### config.mk
export PLATFORM = sky130hd
export DESIGN_NAME = scrambler_par
export DESIGN_NICKNAME = d
export VERILOG_FILES = /design/src/rtl/scrambler_par.sv
export SDC_FILE = /design/constraint.sdc
export NUM_CORES = 1
export LEC_CHECK = 0
export ABC_CLOCK_PERIOD_IN_PS = 2040
export CORE_ASPECT_RATIO = 2
export CORE_UTILIZATION = 44
export CTS_BUF_LIST = sky130_fd_sc_hd__clkbuf_4
export CTS_CLUSTER_SIZE = 10
export DETAILED_ROUTE_END_ITERATION = 8
export GPL_TIMING_DRIVEN = 0
export PLACE_DENSITY = 0.87
export SYNTH_ARGS = -nofsm -noshare
export SYNTH_HDL_FRONTEND = slang
export SYNTH_SLANG_ARGS = --single-unit
### constraint.sdc
create_clock -name clk -period 2.04 [get_ports clk]
set_clock_uncertainty 0.15 [all_clocks]
set_input_delay 0.204 -clock clk [delete_from_list [all_inputs] [get_ports clk]]
set_output_delay 0.204 -clock clk [all_outputs]
set_load 0.02 [all_outputs]
### src/rtl/scrambler_par.sv
// scrambler_par: parallel multi-mode Galois LFSR scrambler.
// Each accepted beat advances the LFSR by DATA_W bit-steps in one cycle. The
// step chain is fully unrolled, and the result is held in one registered
// output stage that uses a valid/ready handshake on both sides.
module scrambler_par #(
   parameter int unsigned           STATE_W = 86,
   parameter int unsigned           DATA_W  = 15,
   parameter logic [STATE_W-1:0]    TAPS    = (STATE_W'(1) << 32) | (STATE_W'(1) << 47)
                                            | (STATE_W'(1) << 56) | (STATE_W'(1) << 65)
                                            | (STATE_W'(1) << 78),
   parameter logic [STATE_W-1:0]    SEED    = '0,
   parameter int unsigned           CNT_W   = 32
) (
   input  logic                clk,
   input  logic                rst,
   input  logic                seed_load,
   input  logic [STATE_W-1:0]  seed_in,
   input  logic                in_valid,
   output logic                in_ready,
   input  logic [DATA_W-1:0]   in_data,
   input  logic [1:0]          in_mode,
   output logic                out_valid,
   input  logic                out_ready,
   output logic [DATA_W-1:0]   out_data,
   output logic [STATE_W-1:0]  state_out,
   output logic [CNT_W-1:0]    beat_cnt,
   output logic                lock_err
);

   // Bit 0 never takes feedback: it is the serial entry point of the register.
   localparam logic [STATE_W-1:0] C_TAPS     = TAPS & ~STATE_W'(1);
   localparam logic [1:0]         C_MODE_ACC = 2'd0;
   localparam logic [1:0]         C_MODE_ADD = 2'd1;

   logic [STATE_W-1:0] r_state;
   logic               r_out_valid;
   logic [DATA_W-1:0]  r_out_data;
   logic [CNT_W-1:0]   r_beat_cnt;
   logic               r_lock_err;

   logic               w_accept;
   logic               w_ready;
   logic               w_mode_acc;
   logic               w_mode_add;
   logic               w_bypass;
   logic [STATE_W-1:0] w_base;
   logic [STATE_W-1:0] w_chain [DATA_W+1];
   logic [DATA_W-1:0]  w_o;

   logic [STATE_W-1:0] w_state_nxt;
   logic               w_out_valid_nxt;
   logic [DATA_W-1:0]  w_out_data_nxt;
   logic [CNT_W-1:0]   w_beat_cnt_nxt;
   logic               w_lock_err_nxt;

   // Handshake and mode decode; codes 2 and 3 both select bypass.
   assign w_ready    = !r_out_valid || out_ready;
   assign w_accept   = in_valid && w_ready;
   assign w_mode_acc = (in_mode == C_MODE_ACC);
   assign w_mode_add = (in_mode == C_MODE_ADD);
   assign w_bypass   = in_mode[1];

   // A seed loaded this cycle is the starting point for a beat accepted alongside it.
   assign w_base     = seed_load ? seed_in : r_state;
   assign w_chain[0] = w_base;

   // Unrolled step chain: stage g consumes in_data[g]; bit 0 is processed first.
   for (genvar g = 0; g < DATA_W; g++) begin : g_step
      logic               w_m;
      logic               w_in0;
      logic [STATE_W-1:0] w_nxt;

      assign w_m   = w_chain[g][STATE_W-1];
      assign w_in0 = w_mode_acc ? (w_m ^ in_data[g]) : w_m;
      assign w_nxt = {w_chain[g][STATE_W-2:0], w_in0} ^ (C_TAPS & {STATE_W{w_m}});
      assign w_chain[g+1] = w_bypass ? w_chain[g] : w_nxt;
      assign w_o[g]       = w_bypass ? in_data[g] : (in_data[g] ^ w_m);
   end

   // Next-state selection for the output stage, counter and sticky lock flag.
   always_comb begin
      w_state_nxt     = w_base;
      w_out_valid_nxt = r_out_valid;
      w_out_data_nxt  = r_out_data;
      w_beat_cnt_nxt  = r_beat_cnt;
      w_lock_err_nxt  = r_lock_err;

      if (seed_load) begin
         w_lock_err_nxt = 1'b0;
      end

      if (w_accept) begin
         w_state_nxt     = w_chain[DATA_W];
         w_out_valid_nxt = 1'b1;
         w_out_data_nxt  = w_o;
         w_beat_cnt_nxt  = r_beat_cnt + CNT_W'(1);
         if (w_mode_add && ((w_base == '0) || (w_chain[DATA_W] == '0))) begin
            w_lock_err_nxt = 1'b1;
         end
      end else if (out_ready) begin
         w_out_valid_nxt = 1'b0;
      end
   end

   // State register; reset overrides seed loads and accepts and drops any pending beat.
   always_ff @(posedge clk) begin
      if (rst) begin
         r_state     <= SEED;
         r_out_valid <= 1'b0;
         r_out_data  <= '0;
         r_beat_cnt  <= '0;
         r_lock_err  <= 1'b0;
      end else begin
         r_state     <= w_state_nxt;
         r_out_valid <= w_out_valid_nxt;
         r_out_data  <= w_out_data_nxt;
         r_beat_cnt  <= w_beat_cnt_nxt;
         r_lock_err  <= w_lock_err_nxt;
      end
   end

   assign in_ready  = w_ready;
   assign out_valid = r_out_valid;
   assign out_data  = r_out_data;
   assign state_out = r_state;
   assign beat_cnt  = r_beat_cnt;
   assign lock_err  = r_lock_err;

endmodule
==> results.ini <==
[setup_path]
cp.required_ns = 2.33
cp_max_fo = 5
cp_data_arrival_time_ns = 2.52
crit_chain = mux2i_4, xnor3_2, xnor2_4, nor2_1, a211oi_1
cp_top_family = XOR/XNOR gates
worst-path-buf-inv = 0
critPathKind = reg -> reg
start_kind = flip-flop
max_stage_delay_ns = 0.55
critical_path.slowest_cell = xnor3_2
critPathCaptureType = flip-flop

[routing]
drc = 0
firstDrtPassIters = 8
first_iter_violations = 721
postRouteAntennaNets = 0
vias = 8796
wl_mm = 37.3
wl_per_cell_um = 26.6
avgViaCountPerCell = 6.27

[cts]
clockBufferDepth = 2
htree_num_levels = 4
cts_tree = done
clk-insertion-delay-late_ns = 0.57
clock-root-buffer = clkbuf_4
cts_made_buffers = 17
clock-sinks = 135
clk_pin_slew_ns = 0.15
hold_buffers = 0

[floorplan]
die_w_um = 96.1
rows = 68
dieArea_mm2 = 0.0183
chipHeight_um = 190
io_pins = 244
core_mm2 = 0.0173
start_util = 0.452

[timing]
slew_violations = 0
finalWorstSetupSlack_ns = -0.187
fmax_mhz = 449
period_share = 1.09
rsz0062_at_grt = yes
finalHoldViolCount = 0
min_period_ns = 2.23
finalSetupViolCount = 10
hold_slack_ns = 0.114
setup_tns_ns = -0.343
relSlewSlack = 0.276
tightest_slew_ns = 1.08

[synth]
yosysMostFrequentCell = dfxtp_1
syn_avg_cell_area_um2 = 8.97
netlist_instances = 870
synth.area.top_cells = dfxtp_1 35%, mux2i_1 10%, xnor2_1 9.3%
synth_edf_count = 0
syn_area_mm2 = 0.00780
yosys_most_used_dff = dfxtp_1
synth_cell_types = 49
ys_ff_latch = 135
synth_top_area_frac = 0.346
synth_top_area_cell = dfxtp_1
async_reset_ff_frac = 0
ys_top_cells_by_count = 135 x dfxtp_1, 107 x nor2_1, 83 x xnor2_1
yosysWarningCount = 0
syn_nets = 979
yosysSeqAreaShare = 0.346

[placed_design]
hpwl_mm = 28.0
pre_cts_ws_ns = -1.00
portBuffers = 242
place_area_mm2 = 0.0105
routabilityCongestion = 1.00

[flow_run]
drv_cap = 0

[pwr]
max-vdd-ir-drop_uv = 405
p_leak_nw = 4.65
power.density_mw_per_mm2 = 673

[outcome]
status = complete, but fails checks
failed_checks = setup timing

[cells_and_area]
design_area_mm2 = 0.0115
nets = 1288
drive_above_1_share = 0.162
utilization = 0.668
syn_to_final_growth_pct = 47.9

[global_route]
grt_first_pass_wirelength_mm = 52.9
grt_use_total = 0.406
grt_pass1_vias = 8898
overflow = 0
antenna_found_initial = 1
grt_max_degree = 17

[hold_path]
hold_class = in -> reg

cell usage in the layout, fill, tap and decap left out, types with 39 or more instances in the layout:
cell type        synthesis  routed
xnor2_1                 83      81
nor2_1                 107     107
nand2_1                 45      44
xor2_1                  44      43
clkdlybuf4s50_1          0     210
dfxtp_1                135     115
mux2i_1                 78      71
a211oi_1                81      80
nor4_1                  47      39
buf_4                    4      47
worst min-delay path, stage by stage:
cell and delay [ns]:
clkdlybuf4s50_1 0.43, o21ai_0 0.08, a311oi_1 0.08
final timing paths:
kind / startpoint / to / slack (ns) / cells after the start
setup / recovery: state_out[81] / state_out[66] / -0.19 / 5
hold / removal: in_data[10] / out_data[10] / 0.11 / 3
setup reg to reg: state_out[81] / state_out[66] / -0.19 / 5
hold reg to reg: out_data[13] / out_data[13] / 0.37 / 2
per-stage QoR:
stage	power [mW]	std cells
floorplan	4.39	870
global placement	5.54	1322
detailed placement	5.55	1323
CTS	7.54	1384
global route	7.98	1403
finish	7.76	1403
timing repair:
action,in CTS,in global routing
buffers inserted,28,18
endpoints found under the setup margin,111,107
gates cloned,1,0
pin swaps,5,9
gates resized for setup,58,70
cell families (layout without fill, tap and decap cells):
kind of cell               count (synthesis)  in the layout  synth area share
AOI/OAI and AO/OA                        128            128             0.119
xor gates and xnor gates                 132            132             0.155
adders and majority gates                  1              1           0.00160
buffers and inverters                     67            389            0.0391
DFF                                      135            135             0.346
muxes                                     93             93             0.135
other                                      0              1                 0
and+or+nand+nor                          314            314             0.204
state kept, by name, indices dropped and copies added (netlist names):
| name | cells |
|---|---|
| out_valid | 1 |
| state_out | 86 |
| lock_err | 1 |
| out_data | 15 |
| beat_cnt | 32 |
power by group:
| part | switching (mW) | internal (mW) |
|---|---|---|
| combinational | 1.50 | 1.23 |
| clock | 1.22 | 0.757 |
| sequential | 0.227 | 2.82 |
routing by layer:
metal  global-route usage  share of wire  vias to the layer above  routed length (µm)
met1                0.385           0.31                     4166               11600
met4                0.408           0.13                        0                4700
met3               0.0889          0.074                      250                2760
met2                0.683           0.49                      622               18200
li1                     -              -                     3758                   -
met5                    0              0                        -                   0
final cells by class:
type,instances,area (µm²)
multi-input combinational,668,5070
clock inverter,15,166
buffer,58,312
sequential,135,2750
inverter,9,33.8
clock buffer,17,128
antenna,1,2.50
fill,1348,5740
tap,210,263
timing repair buffer,290,2810
(Power assumes the default switching activity.)
